`src/rtl/nes_controller_port.sv`:
```
// NES controller port at $4016/$4017: USB keycode decode with release hold, strobe latch
// and the serial shift register the CPU reads one bit at a time.
module nes_controller_port #(
    parameter int unsigned HOLD_CYCLES = 1000000,
    parameter logic [15:0] PORT1_ADDR  = 16'h4016,
    parameter logic [15:0] PORT2_ADDR  = 16'h4017
) (
    input  logic        MCLK,
    input  logic        RESET,
    input  logic        cpu_en,
    input  logic [15:0] cpu_addr,
    input  logic [7:0]  cpu_wdata,
    input  logic        cpu_rw_n,
    input  logic [7:0]  keycode,
    output logic [7:0]  cpu_rdata,
    output logic        cpu_rdata_valid,
    output logic [7:0]  buttons
);

    localparam int unsigned CntW = (HOLD_CYCLES < 2) ? 1 : $clog2(HOLD_CYCLES + 1);
    localparam logic [CntW-1:0] CntLoad = CntW'(HOLD_CYCLES - 1);

    logic [7:0]      decoded;
    logic [7:0]      held_q, held_d;
    logic [CntW-1:0] hold_cnt_q, hold_cnt_d;
    logic            strobe_q, strobe_d;
    logic [7:0]      shift_q, shift_d;
    logic            sel_p1, sel_p2;
    logic            p1_wr, p1_rd;

    // Only bit 0 of the strobe write matters.
    logic unused_wdata;
    assign unused_wdata = ^cpu_wdata[7:1];

    always_comb begin
        decoded = 8'h00;
        case (keycode)
            8'h0E:   decoded = 8'h01;
            8'h0D:   decoded = 8'h02;
            8'h2C:   decoded = 8'h04;
            8'h28:   decoded = 8'h08;
            8'h1A:   decoded = 8'h10;
            8'h16:   decoded = 8'h20;
            8'h04:   decoded = 8'h40;
            8'h07:   decoded = 8'h80;
            default: decoded = 8'h00;
        endcase
    end

    always_comb begin
        held_d     = held_q;
        hold_cnt_d = hold_cnt_q;
        if (decoded != 8'h00) begin
            held_d     = decoded;
            hold_cnt_d = CntLoad;
        end else if (hold_cnt_q != '0) begin
            hold_cnt_d = hold_cnt_q - 1'b1;
        end else begin
            held_d = 8'h00;
        end
    end

    assign sel_p1 = (cpu_addr == PORT1_ADDR);
    assign sel_p2 = (cpu_addr == PORT2_ADDR);
    assign p1_wr  = cpu_en && !cpu_rw_n && sel_p1;
    assign p1_rd  = cpu_en && cpu_rw_n && sel_p1;

    // While strobe is high the register tracks held every cycle, which also covers the
    // 1->0 write edge; reads only shift once strobe is low.
    always_comb begin
        strobe_d = p1_wr ? cpu_wdata[0] : strobe_q;
        shift_d  = shift_q;
        if (strobe_q) begin
            shift_d = held_q;
        end else if (p1_rd) begin
            shift_d = {1'b1, shift_q[7:1]};
        end
    end

    always_comb begin
        cpu_rdata       = 8'h00;
        cpu_rdata_valid = 1'b0;
        if (cpu_rw_n && sel_p1) begin
            cpu_rdata       = {7'b0100000, strobe_q ? held_q[0] : shift_q[0]};
            cpu_rdata_valid = 1'b1;
        end else if (cpu_rw_n && sel_p2) begin
            cpu_rdata       = 8'h40;
            cpu_rdata_valid = 1'b1;
        end
    end

    assign buttons = held_q;

    always_ff @(posedge MCLK) begin
        if (RESET) begin
            strobe_q   <= 1'b0;
            shift_q    <= 8'hFF;
            held_q     <= 8'h00;
            hold_cnt_q <= '0;
        end else begin
            strobe_q   <= strobe_d;
            shift_q    <= shift_d;
            held_q     <= held_d;
            hold_cnt_q <= hold_cnt_d;
        end
    end

endmodule
```
`config.mk`:
```
export PLATFORM = sky130hd
export DESIGN_NAME = nes_controller_port
export DESIGN_NICKNAME = d
export VERILOG_FILES = /design/src/rtl/nes_controller_port.sv
export SDC_FILE = /design/constraint.sdc
export NUM_CORES = 1
export LEC_CHECK = 0
export ABC_CLOCK_PERIOD_IN_PS = 2200
export BUFFER_PORTS_ARGS = -buffer_cell sky130_fd_sc_hd__buf_2
export CORE_MARGIN = 2
export CORE_UTILIZATION = 40
export CTS_CLUSTER_DIAMETER = 80
export DETAILED_ROUTE_END_ITERATION = 16
export SLEW_MARGIN = 5
export SYNTH_ARGS = -nofsm -noshare
export SYNTH_HDL_FRONTEND = slang
export SYNTH_SLANG_ARGS = --single-unit
```
`constraint.sdc`:
```
create_clock -name MCLK -period 2.2 [get_ports MCLK]
set_input_delay 0.11 -clock MCLK [delete_from_list [all_inputs] [get_ports MCLK]]
set_output_delay 0.11 -clock MCLK [all_outputs]
set_load 0.03 [all_outputs]
```
==> results.md, run 1 <==
- Status: complete, no violations
- Power share of the clock group: 0.162
- Share of the synthesized area in the top cell type: 0.367
- Yosys warning total: 0
- Die area: between 5000 and 6000 um^2
- Post-synthesis sequential area ratio: 0.367
- Int Power: 1.75 mW
- Total number of vias: 1797
- Synthesized cell area: ~2000 um^2
- Switching Share: 0.401
- Register share of total power: 0.326
- Initial Util: 0.422
- Total of max-cap violations: 0
- Slew headroom: 0.597
- GPL Wtd Cong: between 0.7 and 0.8
- Initial DRC count: 67
- Worst-margin pin slew: 0.604 ns
- Root cell of the clock tree: clkbuf_8
- WP data required: 2.38 ns
- Final wirelength: between 4 and 5 mm
- N_diodes: 0
- IO buf count: 39
- Chip Width: 75.1 um
- Total Neg Setup Slack: 0 ns
- NetSw: ~1.2 mW
- CTS buffer count: 5
- Multiplexer share of the synthesized area: 0.0204
- Worst setup path endpoint: buttons[6]$_SDFFE_PP0P_
- Share of cells above drive strength 1: 0.267
- Ranking of synthesized cells by area: dfxtp_1 37%, nor2b_1 3.7%, nor3b_1 3.7%, a21oi_1 3.5%, nor3_1 3.2%
- Synth Area in Compound Gates: 0.174
- Post-CTS Resized: 0
- Post-Place Cells: 330
- Clk_skew: approximately 0.0052 ns
- Critical path arrival: roughly 2.2 ns
- Die Y: about 75 um
- Avg Cell Area, Syn: 8.94 um^2
- Fin. Hold Viols: 0
- Simple-Gate Fraction of Synth Area: 0.336
- Critical path fanouts, max: 12
- Layout area overhead: 18.1%
- Fmax: 486 MHz
- First-pass GRT wire length: around 6.7 mm
- CP startpoint kind: flip-flop
- Vias in the first global route: between 1000 and 1500
- Initial antenna violation count: 0
- Finished Cell Area: around 2400 um^2
- Via/cell ratio: between 5 and 6
- Leak: 0.912 nW
- Worst skew pair latency: just under 0.3 ns
- Detailed placement HPWL: about 3.1 mm
- R2R cell count: 5
- Post-Synth XOR/XNOR Area: 0.0433
- Combinational share of power: 0.512
- Post CTS Setup Buffer Count: 0
- GR Overflow Total: 0
- Post-Synth Adder-Cell Area: 0.00619
- IO Count: 53
- Worst Setup SP: hold_cnt_q[17]$_SDFFE_PP0P_
- Worst setup EP type: flip-flop
- CTS tree: done
- Asr flop ratio synth: 0
- Core area: about 4800 um^2
- RSZ-0062 raised after global routing: no
- Max clock buf depth: 2
- Num rows: 25
- Detailed Routing Iterations Pass 1: 4
- Final layout net count: roughly 310
- Crit path kind: flip-flop to flip-flop
- Gate Count Post-Synth: about 230
- Overall Power: 2.92 mW
- Final Cycle Share: 0.936
- Final min period: between 2 and 2.5 ns
- Post-DP Area: about 2300 um^2
- FF-to-FF End: buttons[6]$_SDFFE_PP0P_
- Dominant synthesized flop cell: dfxtp_1
- Yosys reg bits: 37
- H-tree levels: 2
- Netlist cell types: 56
- Gr usage total: 0.155
- Largest family of logic cells by synthesized area: simple AND/OR/NAND/NOR gates
- Reg clk slew, reported paths: 0.07 ns
- Largest net degree at the start of global routing: 35
- Fin. max-slew vios: 0
- FF-to-FF Start: hold_cnt_q[17]$_SDFFE_PP0P_
- Fillers: 474
- Wire per inst: 12.5 um
- Post-route ant nets: 0
- Max rail drop VDD: 0.710 mV
- Post-synth EDFFs: 0
- Post-synth top area cell: dfxtp_1
- R2R Setup Slk: between 0.1 and 0.15 ns
- Post-route non-filler standard cell count: around 340
- # setup viols final: 0
- DRC errors left: 0
- Worst hold-check path type: input pin to flip-flop
- PD cells: 1230 nW/um^2
- CTS Hold Bufs: 0
- Sink Count: 37
-- state kept, by name, indices dropped and copies added, names as in the netlist --
name,count
hold_cnt_q,20
buttons,8
shift_q,8
strobe_q,1
-- synth_stat cells (4+ instances only) --
cell type	instances
nor4_1	4
dfxtp_1	37
nand2b_1	5
clkbuf_1	6
xor2_1	7
o21ai_0	6
or3_1	7
a21oi_1	14
nor2_1	14
nand2_1	7
a31oi_1	4
nor3_1	13
buf_4	7
nor4b_1	4
nor2b_1	12
a211oi_1	6
a32o_1	4
nor3b_1	10
-- cell families (layout without fill, tap and decap cells) --
family,after synthesis,count (layout)
fa+ha+maj,1,1
compound gates,50,50
mux,4,4
other cells,1,6
flops,37,37
simple gates,103,103
xor+xnor,10,10
buf+inv,20,59
-- cells in the final DEF (no fill, tap or decap), types with 2 or more instances in the layout --
cell type,n
buf_2,39
dfxtp_1,37
nor2_1,14
a21oi_1,14
nor3_1,13
nor2b_1,12
nor3b_1,10
buf_4,10
or3_1,7
xor2_1,7
nand2_1,7
o21ai_0,6
a211oi_1,6
conb_1,6
clkbuf_8,6
nand2b_1,5
nor4_1,4
nor4b_1,4
a32o_1,4
a31oi_1,4
inv_1,3
mux2i_1,3
nor4bb_1,3
or4_4,3
xnor2_1,3
a22o_1,3
nand4_1,2
or3_2,2
or4_1,2
o211ai_1,2
o41ai_1,2
nand3b_1,2
o21ai_1,2
-- worst max-delay path: stages (launching register included) --
cell	delay, ns
dfxtp_1	0.34
or3_1	0.40
or4_4	0.59
nor2_2	0.23
nor3b_2	0.12
a22o_1	0.27
-- through the flow --
stage | utilization | setup slack (ns) | hold WS (ns)
2_1_floorplan | - | 0.229 | 0.253
3_3_place_gp | 0.481 | 0.157 | 0.350
3_5_place_dp | 0.481 | 0.161 | 0.368
4_1_cts | 0.499 | 0.133 | 0.0762
5_1_grt | 0.499 | 0.0478 | 0.101
6_report | 0.499 | 0.140 | 0.0776
-- power by group through the flow --
stage               Combinational [mW]  Sequential (mW)  Clock [mW]
floorplan                         1.14            0.955           0
global placement                  1.51            0.962           0
detailed placement                1.50            0.965           0
CTS                               1.51            0.951       0.490
global route                      1.69            0.974       0.514
finish                            1.50            0.953       0.473
-- worst min-delay path by stage --
stage,start,to,slack (ns),cells after the start
2_1_floorplan,keycode[0],buttons[7]$_SDFFE_PP0P_,0.25,2
3_3_place_gp,cpu_wdata[0],strobe_q$_SDFFE_PP0P_,0.35,3
3_5_place_dp,cpu_wdata[0],strobe_q$_SDFFE_PP0P_,0.37,3
4_1_cts,cpu_wdata[0],strobe_q$_SDFFE_PP0P_,0.08,3
5_1_grt,cpu_wdata[0],strobe_q$_SDFFE_PP0P_,0.10,3
6_report,cpu_wdata[0],strobe_q$_SDFFE_PP0P_,0.08,3
-- layer usage --
metal / share of wire / GRT usage / vias up
met5: 0 / 0 / -
li1: - / - / 928
met2: 0.41 / 0.229 / 54
met1: 0.51 / 0.217 / 808
met4: 0.013 / 0.0655 / 0
met3: 0.062 / 0.0361 / 7
-- cell type report --
cell class                      count  area (um^2)  share of cell area
Multi-Input combinational cell    174         1190               0.500
Tap cell                           67         83.8              0.0351
Clock buffer                        7         86.3              0.0362
Inverter                            3         11.3             0.00472
Timing Repair Buffer               49          270               0.113
Sequential cell                    37          741               0.310
(Power assumes the default switching activity.)
==> inputs of run 2 (changes only) <==
--- a/config.mk
+++ b/config.mk
@@ -7,10 +7,13 @@
 export LEC_CHECK = 0
 export ABC_CLOCK_PERIOD_IN_PS = 2200
 export BUFFER_PORTS_ARGS = -buffer_cell sky130_fd_sc_hd__buf_2
+export CELL_PAD_IN_SITES_DETAIL_PLACEMENT = 0
+export CELL_PAD_IN_SITES_GLOBAL_PLACEMENT = 1
 export CORE_MARGIN = 2
-export CORE_UTILIZATION = 40
+export CORE_UTILIZATION = 39
 export CTS_CLUSTER_DIAMETER = 80
 export DETAILED_ROUTE_END_ITERATION = 16
+export PLACE_DENSITY_LB_ADDON = 0.1
 export SLEW_MARGIN = 5
 export SYNTH_ARGS = -nofsm -noshare
 export SYNTH_HDL_FRONTEND = slang
==> results.md, run 2 (synthesis gave the netlist of run 1 again) <==
- Leak: 0.917 nW (was 0.912 nW)
- Reg clk slew, reported paths: 0.07 ns (about the same)
- Via/cell ratio: 5.25 (was 5.33)
- PD cells: 1260 nW/um^2 (was 1230 nW/um^2)
- RSZ-0062 raised after global routing: no (unchanged)
- Initial DRC count: 103 (was 67)
- Total of max-cap violations: 0 (unchanged)
- CTS tree: done (unchanged)
- Die Y: 76.0 um (was 75.1 um)
- Detailed placement HPWL: 3.31 mm (was 3.13 mm)
- Worst setup EP type: flip-flop (unchanged)
- Core area: 5040 um^2 (was 4790 um^2)
- Fmax: 486 MHz (about the same)
- Total number of vias: 1790 (was 1797)
- Die area: 5770 um^2 (was 5640 um^2)
- Worst hold-check path type: input pin to flip-flop (unchanged)
- Worst-margin pin slew: 0.611 ns (was 0.604 ns)
- Status: complete, no violations (unchanged)
- Top reg by flops: hold_cnt_q (unchanged)
- Largest net degree at the start of global routing: 35 (unchanged)
- Root cell of the clock tree: clkbuf_8 (unchanged)
- CP startpoint kind: flip-flop (unchanged)
- H-tree levels: 2 (unchanged)
- Crit path kind: flip-flop to flip-flop (unchanged)
- Fin. max-slew vios: 0 (unchanged)
- Gr usage total: 0.161 (was 0.155)
- Sink Count: 37 (unchanged)
- Final wirelength: 4.42 mm (was 4.21 mm)
- IO Count: 53 (unchanged)
- WP data required: 2.36 ns (was 2.38 ns)
- Total Neg Setup Slack: 0 ns (unchanged)
- Post-route ant nets: 0 (unchanged)
- R2R cell count: 6 (was 5)
- N_diodes: 0 (unchanged)
- Chip Width: 76.0 um (was 75.1 um)
- Max rail drop VDD: 0.703 mV (was 0.710 mV)
- IO buf count: 39 (unchanged)
- Vias in the first global route: 1647 (was 1476)
- Final layout net count: 308 (was 307)
- Final Cycle Share: 0.936 (about the same)
- First-pass GRT wire length: 7.69 mm (was 6.72 mm)
- Most frequent cells in the layout: 39 x buf_2, 37 x dfxtp_1, 14 x nor2_1, 14 x a21oi_1, 13 x nor3_1 (unchanged)
- CTS buffer count: 5 (unchanged)
- DRC errors left: 0 (unchanged)
- Critical path fanouts, max: 8 (was 12)
- Initial antenna violation count: 0 (unchanged)
- Detailed Routing Iterations Pass 1: 4 (unchanged)
- Initial Util: 0.401 (was 0.422)
- CTS Hold Bufs: 0 (unchanged)
- Worst skew pair latency: 0.28 ns (was 0.29 ns)
- Crit-path slowest cell: or4_4 (unchanged)
- Wire per inst: 13.0 um (was 12.5 um)
- Slew headroom: 0.593 (was 0.597)
- GR Overflow Total: 0 (unchanged)
- Post-Route Utilization: 0.477 (was 0.499)
- Peak per-stage delay on the critical path: 0.57 ns (was 0.59 ns)
- Hold WS: 0.0708 ns (was 0.0776 ns)
- Num rows: 26 (was 25)
- Max clock buf depth: 2 (unchanged)
- Crit-path cells: or3_1 -> or4_4 -> buf_4 -> o21ai_0 -> xor2_1 -> nor2_1 (was or3_1 -> or4_4 -> nor2_2 -> nor3b_2 -> a22o_1)
- Largest register FFs: 20 (unchanged)
- Overall Power: 3.02 mW (was 2.92 mW)
- Hold Crit Depth: 3 (unchanged)
- # setup viols final: 0 (unchanged)
- Most common cell after layout, fill and taps aside: buf_2 (unchanged)
- Clk_skew: 0.00485 ns (was 0.00525 ns)
- Final min period: 2.06 ns (about the same)
- Fin. Hold Viols: 0 (unchanged)
- Layout area overhead: 18.9% (was 18.1%)
- Critical path arrival: 2.22 ns (was 2.24 ns)
- Share of cells above drive strength 1: 0.273 (was 0.267)
- GPL Wtd Cong: 0.798 (was 0.776)
-- run 2: cell types whose count changed in the layout (fill, tap and decap cells not counted), sizes merged --
cell,delta
buf,+1
-- run 2: final cells by class --
type                            count  area, um^2
Tap cell                           70        87.6
Clock buffer                        7        86.3
Timing Repair Buffer               50         278
Multi-Input combinational cell    174        1200
Sequential cell                    37         741
Inverter                            3        11.3
Fill cell                         506        2640
-- run 2: worst paths after layout --
kind	startpoint	to	slack [ns]
hold / removal	cpu_wdata[0]	strobe_q$_SDFFE_PP0P_	0.07
setup reg to reg	hold_cnt_q[14]$_SDFFE_PP0P_	hold_cnt_q[11]$_SDFFE_PP0P_	0.14
setup / recovery	hold_cnt_q[14]$_SDFFE_PP0P_	hold_cnt_q[11]$_SDFFE_PP0P_	0.14
hold reg to reg	hold_cnt_q[15]$_SDFFE_PP0P_	hold_cnt_q[15]$_SDFFE_PP0P_	0.49
-- run 2: stage by stage --
stage | worst slack (ns) | instance area (um^2) | cells
5_1_grt | 0.0158 | 2400 | 341
3_3_place_gp | 0.154 | 2300 | 333
4_1_cts | 0.136 | 2390 | 340
2_1_floorplan | 0.229 | 2040 | 231
6_report | 0.141 | 2400 | 341
3_5_place_dp | 0.161 | 2300 | 333
-- run 2: critical path: cells and delay by family (launching register included) --
family / cells / cell delay [ns]
AO/OA/AOI/OAI: 1 / 0.20
buffers and inverters: 1 / 0.18
XOR/XNOR: 1 / 0.18
AND/OR/NAND/NOR: 3 / 1.05
flip-flops: 1 / 0.34
-- run 2: where the power goes --
part           internal [mW]  switching, mW
Clock                  0.248          0.217
Sequential             0.824          0.130
Combinational          0.745          0.853
-- run 2: metal layers --
| layer | vias to the layer above | global-route usage | part of all wire |
|---|---|---|---|
| li1 | 929 | - | - |
| met1 | 835 | 0.211 | 0.48 |
| met2 | 22 | 0.264 | 0.48 |
| met3 | 4 | 0.0450 | 0.030 |
| met4 | 0 | 0.0382 | 0.0052 |
| met5 | - | 0 | 0 |
-- run 2: what timing repair did --
action | 4_1_cts | 5_1_grt
resized for setup | 0 | 1
endpoints found under the setup margin | 0 | 1
buffers inserted | 0 | 1
endpoints found under the hold margin | 0 | 0
==> inputs of run 3 (changes only) <==
--- a/config.mk
+++ b/config.mk
@@ -5,15 +5,16 @@
 export SDC_FILE = /design/constraint.sdc
 export NUM_CORES = 1
 export LEC_CHECK = 0
+export ABC_AREA = 1
 export ABC_CLOCK_PERIOD_IN_PS = 2200
 export BUFFER_PORTS_ARGS = -buffer_cell sky130_fd_sc_hd__buf_2
 export CELL_PAD_IN_SITES_DETAIL_PLACEMENT = 0
 export CELL_PAD_IN_SITES_GLOBAL_PLACEMENT = 1
 export CORE_MARGIN = 2
-export CORE_UTILIZATION = 39
+export CORE_UTILIZATION = 37
 export CTS_CLUSTER_DIAMETER = 80
 export DETAILED_ROUTE_END_ITERATION = 16
-export PLACE_DENSITY_LB_ADDON = 0.1
+export PLACE_DENSITY = 0.9
 export SLEW_MARGIN = 5
 export SYNTH_ARGS = -nofsm -noshare
 export SYNTH_HDL_FRONTEND = slang
==> results.md, run 3 <==
- Status: complete, no violations (unchanged)
- Sink Count: 37 (unchanged)
- Share of cells above drive strength 1: 0.201 (was 0.273)
- Post-synthesis sequential area ratio: 0.313 (was 0.367)
- Switching Share: 0.488 (was 0.398)
- Critical path fanouts, max: 25 (was 8)
- Post-CTS Resized: 0 (unchanged)
- RSZ-0062 raised after global routing: no (unchanged)
- Initial Util: 0.377 (was 0.401)
- Wire per inst: 9.95 um (was 13.0 um)
- Largest family of logic cells by synthesized area: simple AND/OR/NAND/NOR gates (unchanged)
- NetSw: 1.80 mW (was 1.20 mW)
- Post-route ant nets: 0 (unchanged)
- Combinational share of power: 0.580 (was 0.530)
- Num rows: 29 (was 26)
- H-tree levels: 2 (unchanged)
- CTS tree: done (unchanged)
- PnR worst setup slack: 0.371 ns (was 0.141 ns)
- CTS buffer count: 5 (unchanged)
- Most frequent cells in the layout: 107 x nand2_1, 62 x nor2_1, 40 x inv_1 (was 39 x buf_2, 37 x dfxtp_1, 14 x nor2_1, 14 x a21oi_1, 13 x nor3_1)
- Post-Synth Adder-Cell Area: 0.00529 (was 0.00619)
- Layout area overhead: 12.5% (was 18.9%)
- Met1 wire length: 2.36 mm (was 2.14 mm)
- Worst setup EP type: flip-flop (unchanged)
- Total of max-cap violations: 0 (unchanged)
- Asr flop ratio synth: 0 (unchanged)
- Reg clk slew, reported paths: 0.08 ns (was 0.07 ns)
- Final wirelength: 4.82 mm (was 4.42 mm)
- Post-synth top area cell: dfxtp_1 (unchanged)
- Die area: 7050 um^2 (was 5770 um^2)
- Avg Cell Area, Syn: 6.40 um^2 (was 8.94 um^2)
- Slew headroom: 0.646 (was 0.593)
- GR Overflow Total: 0 (unchanged)
- Post CTS Setup Buffer Count: 0 (unchanged)
- Leak: 1.48 nW (was 0.917 nW)
- Crit path kind: flip-flop to flip-flop (unchanged)
- IO Count: 53 (unchanged)
- Yosys warning total: 0 (unchanged)
- Vias in the first global route: 2002 (was 1647)
- Root cell of the clock tree: clkbuf_8 (unchanged)
- Overall Power: 3.69 mW (was 3.02 mW)
- Die Y: 84.0 um (was 76.0 um)
- Synth Area in Compound Gates: 0.0576 (was 0.174)
- Gr usage total: 0.146 (was 0.161)
- Final layout net count: 443 (was 308)
- Register share of total power: 0.295 (was 0.316)
- Core area: 6280 um^2 (was 5040 um^2)
- Total Neg Setup Slack: 0 ns (unchanged)
- Initial antenna violation count: 0 (unchanged)
- Final min period: 1.83 ns (was 2.06 ns)
- Ranking of synthesized cells by area: dfxtp_1 31%, nand2_1 17%, nor2_1 9.8%, inv_1 6.3%, nand3_1 4.9% (was dfxtp_1 37%, nor2b_1 3.7%, nor3b_1 3.7%, a21oi_1 3.5%, nor3_1 3.2%)
- Total number of vias: 2185 (was 1790)
- Fin. Hold Viols: 0 (unchanged)
- Worst-margin pin slew: 0.530 ns (was 0.611 ns)
- Most common cell in the netlist: nand2_1 (was dfxtp_1)
- Worst hold-check path type: input pin to flip-flop (unchanged)
- # setup viols final: 0 (unchanged)
- WP data required: 2.40 ns (was 2.36 ns)
- Int Power: 1.89 mW (was 1.82 mW)
- DP Worst Slack: 0.366 ns (was 0.161 ns)
- Critical path arrival: 2.03 ns (was 2.22 ns)
- Max rail drop VDD: 0.441 mV (was 0.703 mV)
- Multiplexer share of the synthesized area: 0 (was 0.0204)
- DRC errors left: 0 (unchanged)
- IO buf count: 39 (unchanged)
- Chip Width: 84.0 um (was 76.0 um)
- Top reg by flops: hold_cnt_q (unchanged)
- Largest register FFs: 20 (unchanged)
- Top routing layer used: met4 (unchanged)
- Post-synth EDFFs: 0 (unchanged)
- Met3 WL: 210 um (was 131 um)
- Clk_skew: 0.00809 ns (was 0.00485 ns)
- Power share of the clock group: 0.125 (was 0.154)
- Detailed Routing Iterations Pass 1: 4 (unchanged)
- Netlist cell types: 32 (was 56)
- Most common cell after layout, fill and taps aside: nand2_1 (was buf_2)
- Share of the synthesized area in the top cell type: 0.313 (was 0.367)
- First-pass GRT wire length: 8.47 mm (was 7.69 mm)
- Yosys reg bits: 37 (unchanged)
- Final Cycle Share: 0.831 (was 0.936)
- Initial DRC count: 149 (was 103)
- Via/cell ratio: 4.51 (was 5.25)
- Dominant synthesized flop cell: dfxtp_1 (unchanged)
- N_diodes: 0 (unchanged)
- GPL Wtd Cong: 0.765 (was 0.798)
- Largest net degree at the start of global routing: 26 (was 35)
- Gate Count Post-Synth: 370 (was 226)
- CP startpoint kind: flip-flop (unchanged)
- Fmax: 547 MHz (was 486 MHz)
- Met2 WL: 2.17 mm (was 2.13 mm)
- PD cells: 1390 nW/um^2 (was 1260 nW/um^2)
- Fin. max-slew vios: 0 (unchanged)
- Post-synth top cells: 107 x nand2_1, 62 x nor2_1, 40 x inv_1 (was 37 x dfxtp_1, 14 x a21oi_1, 14 x nor2_1)
- Simple-Gate Fraction of Synth Area: 0.474 (was 0.336)
- Max clock buf depth: 2 (unchanged)
- Detailed placement HPWL: 3.61 mm (was 3.31 mm)
- CTS Hold Bufs: 0 (unchanged)
- Worst skew pair latency: 0.29 ns (was 0.28 ns)
- Synthesized cell area: 2370 um^2 (was 2020 um^2)
- Post-Synth XOR/XNOR Area: 0.0296 (was 0.0433)
==> run 3: final cells by class <==
cell class,instances,area [um^2]
Timing Repair Buffer,40,203
Multi-Input combinational cell,276,1360
Clock buffer,6,72.6
Sequential cell,37,741
Fill cell,678,3610
Clock inverter,2,10.0
Inverter,46,178
Tap cell,77,96.3
==> run 3: logic make-up after synthesis <==
| logic type | count (synthesis) |
|---|---|
| other cells | 1 |
| xor+xnor | 8 |
| flops | 37 |
| compound gates | 24 |
| fa+ha+maj | 1 |
| simple gates | 237 |
| buf+inv | 62 |
==> run 3: path summary, 6_finish.rpt <==
| kind | start | end | slack, ns | cells after the start |
|---|---|---|---|---|
| setup / recovery | hold_cnt_q[0]$_SDFFE_PP0P_ | buttons[1]$_SDFFE_PP0P_ | 0.37 | 9 |
| hold / removal | cpu_wdata[0] | strobe_q$_SDFFE_PP0P_ | 0.05 | 3 |
| setup reg to reg | hold_cnt_q[0]$_SDFFE_PP0P_ | buttons[1]$_SDFFE_PP0P_ | 0.37 | 9 |
| hold reg to reg | shift_q[3]$_SDFFE_PP1P_ | shift_q[3]$_SDFFE_PP1P_ | 0.50 | 2 |
==> run 3: power by group through the flow <==
stage          combinational [mW]  clock [mW]  sequential (mW)
2_1_floorplan                1.68           0             1.20
3_3_place_gp                 2.12           0             1.10
3_5_place_dp                 2.15           0             1.10
4_1_cts                      2.16       0.478             1.09
5_1_grt                      2.46       0.510             1.12
6_report                     2.14       0.462             1.09
==> run 3: metrics by stage <==
stage | area [um^2] | cells | hold slack, ns | util
2_1_floorplan | 2390 | 375 | 0.245 | -
6_report | 2660 | 484 | 0.0471 | 0.424
4_1_cts | 2660 | 484 | 0.0426 | 0.424
3_3_place_gp | 2580 | 476 | 0.338 | 0.411
5_1_grt | 2660 | 484 | 0.0599 | 0.424
3_5_place_dp | 2580 | 476 | 0.349 | 0.411
==> run 3: routing by layer <==
metal | track usage | up-vias
li1 | - | 1209
met1 | 0.183 | 921
met2 | 0.244 | 50
met3 | 0.0307 | 5
met4 | 0.0572 | 0
met5 | 0 | -
==> run 3: critical path: stages, from the launching register on <==
cell and delay [ns]:
dfxtp_1 0.34, inv_1 0.08, ha_1 0.34, nand2_4 0.12, nor2_8 0.17, nand3_4 0.28, nand3_4 0.23, nand2_1 0.07
inv_1 0.07, nor2_2 0.04
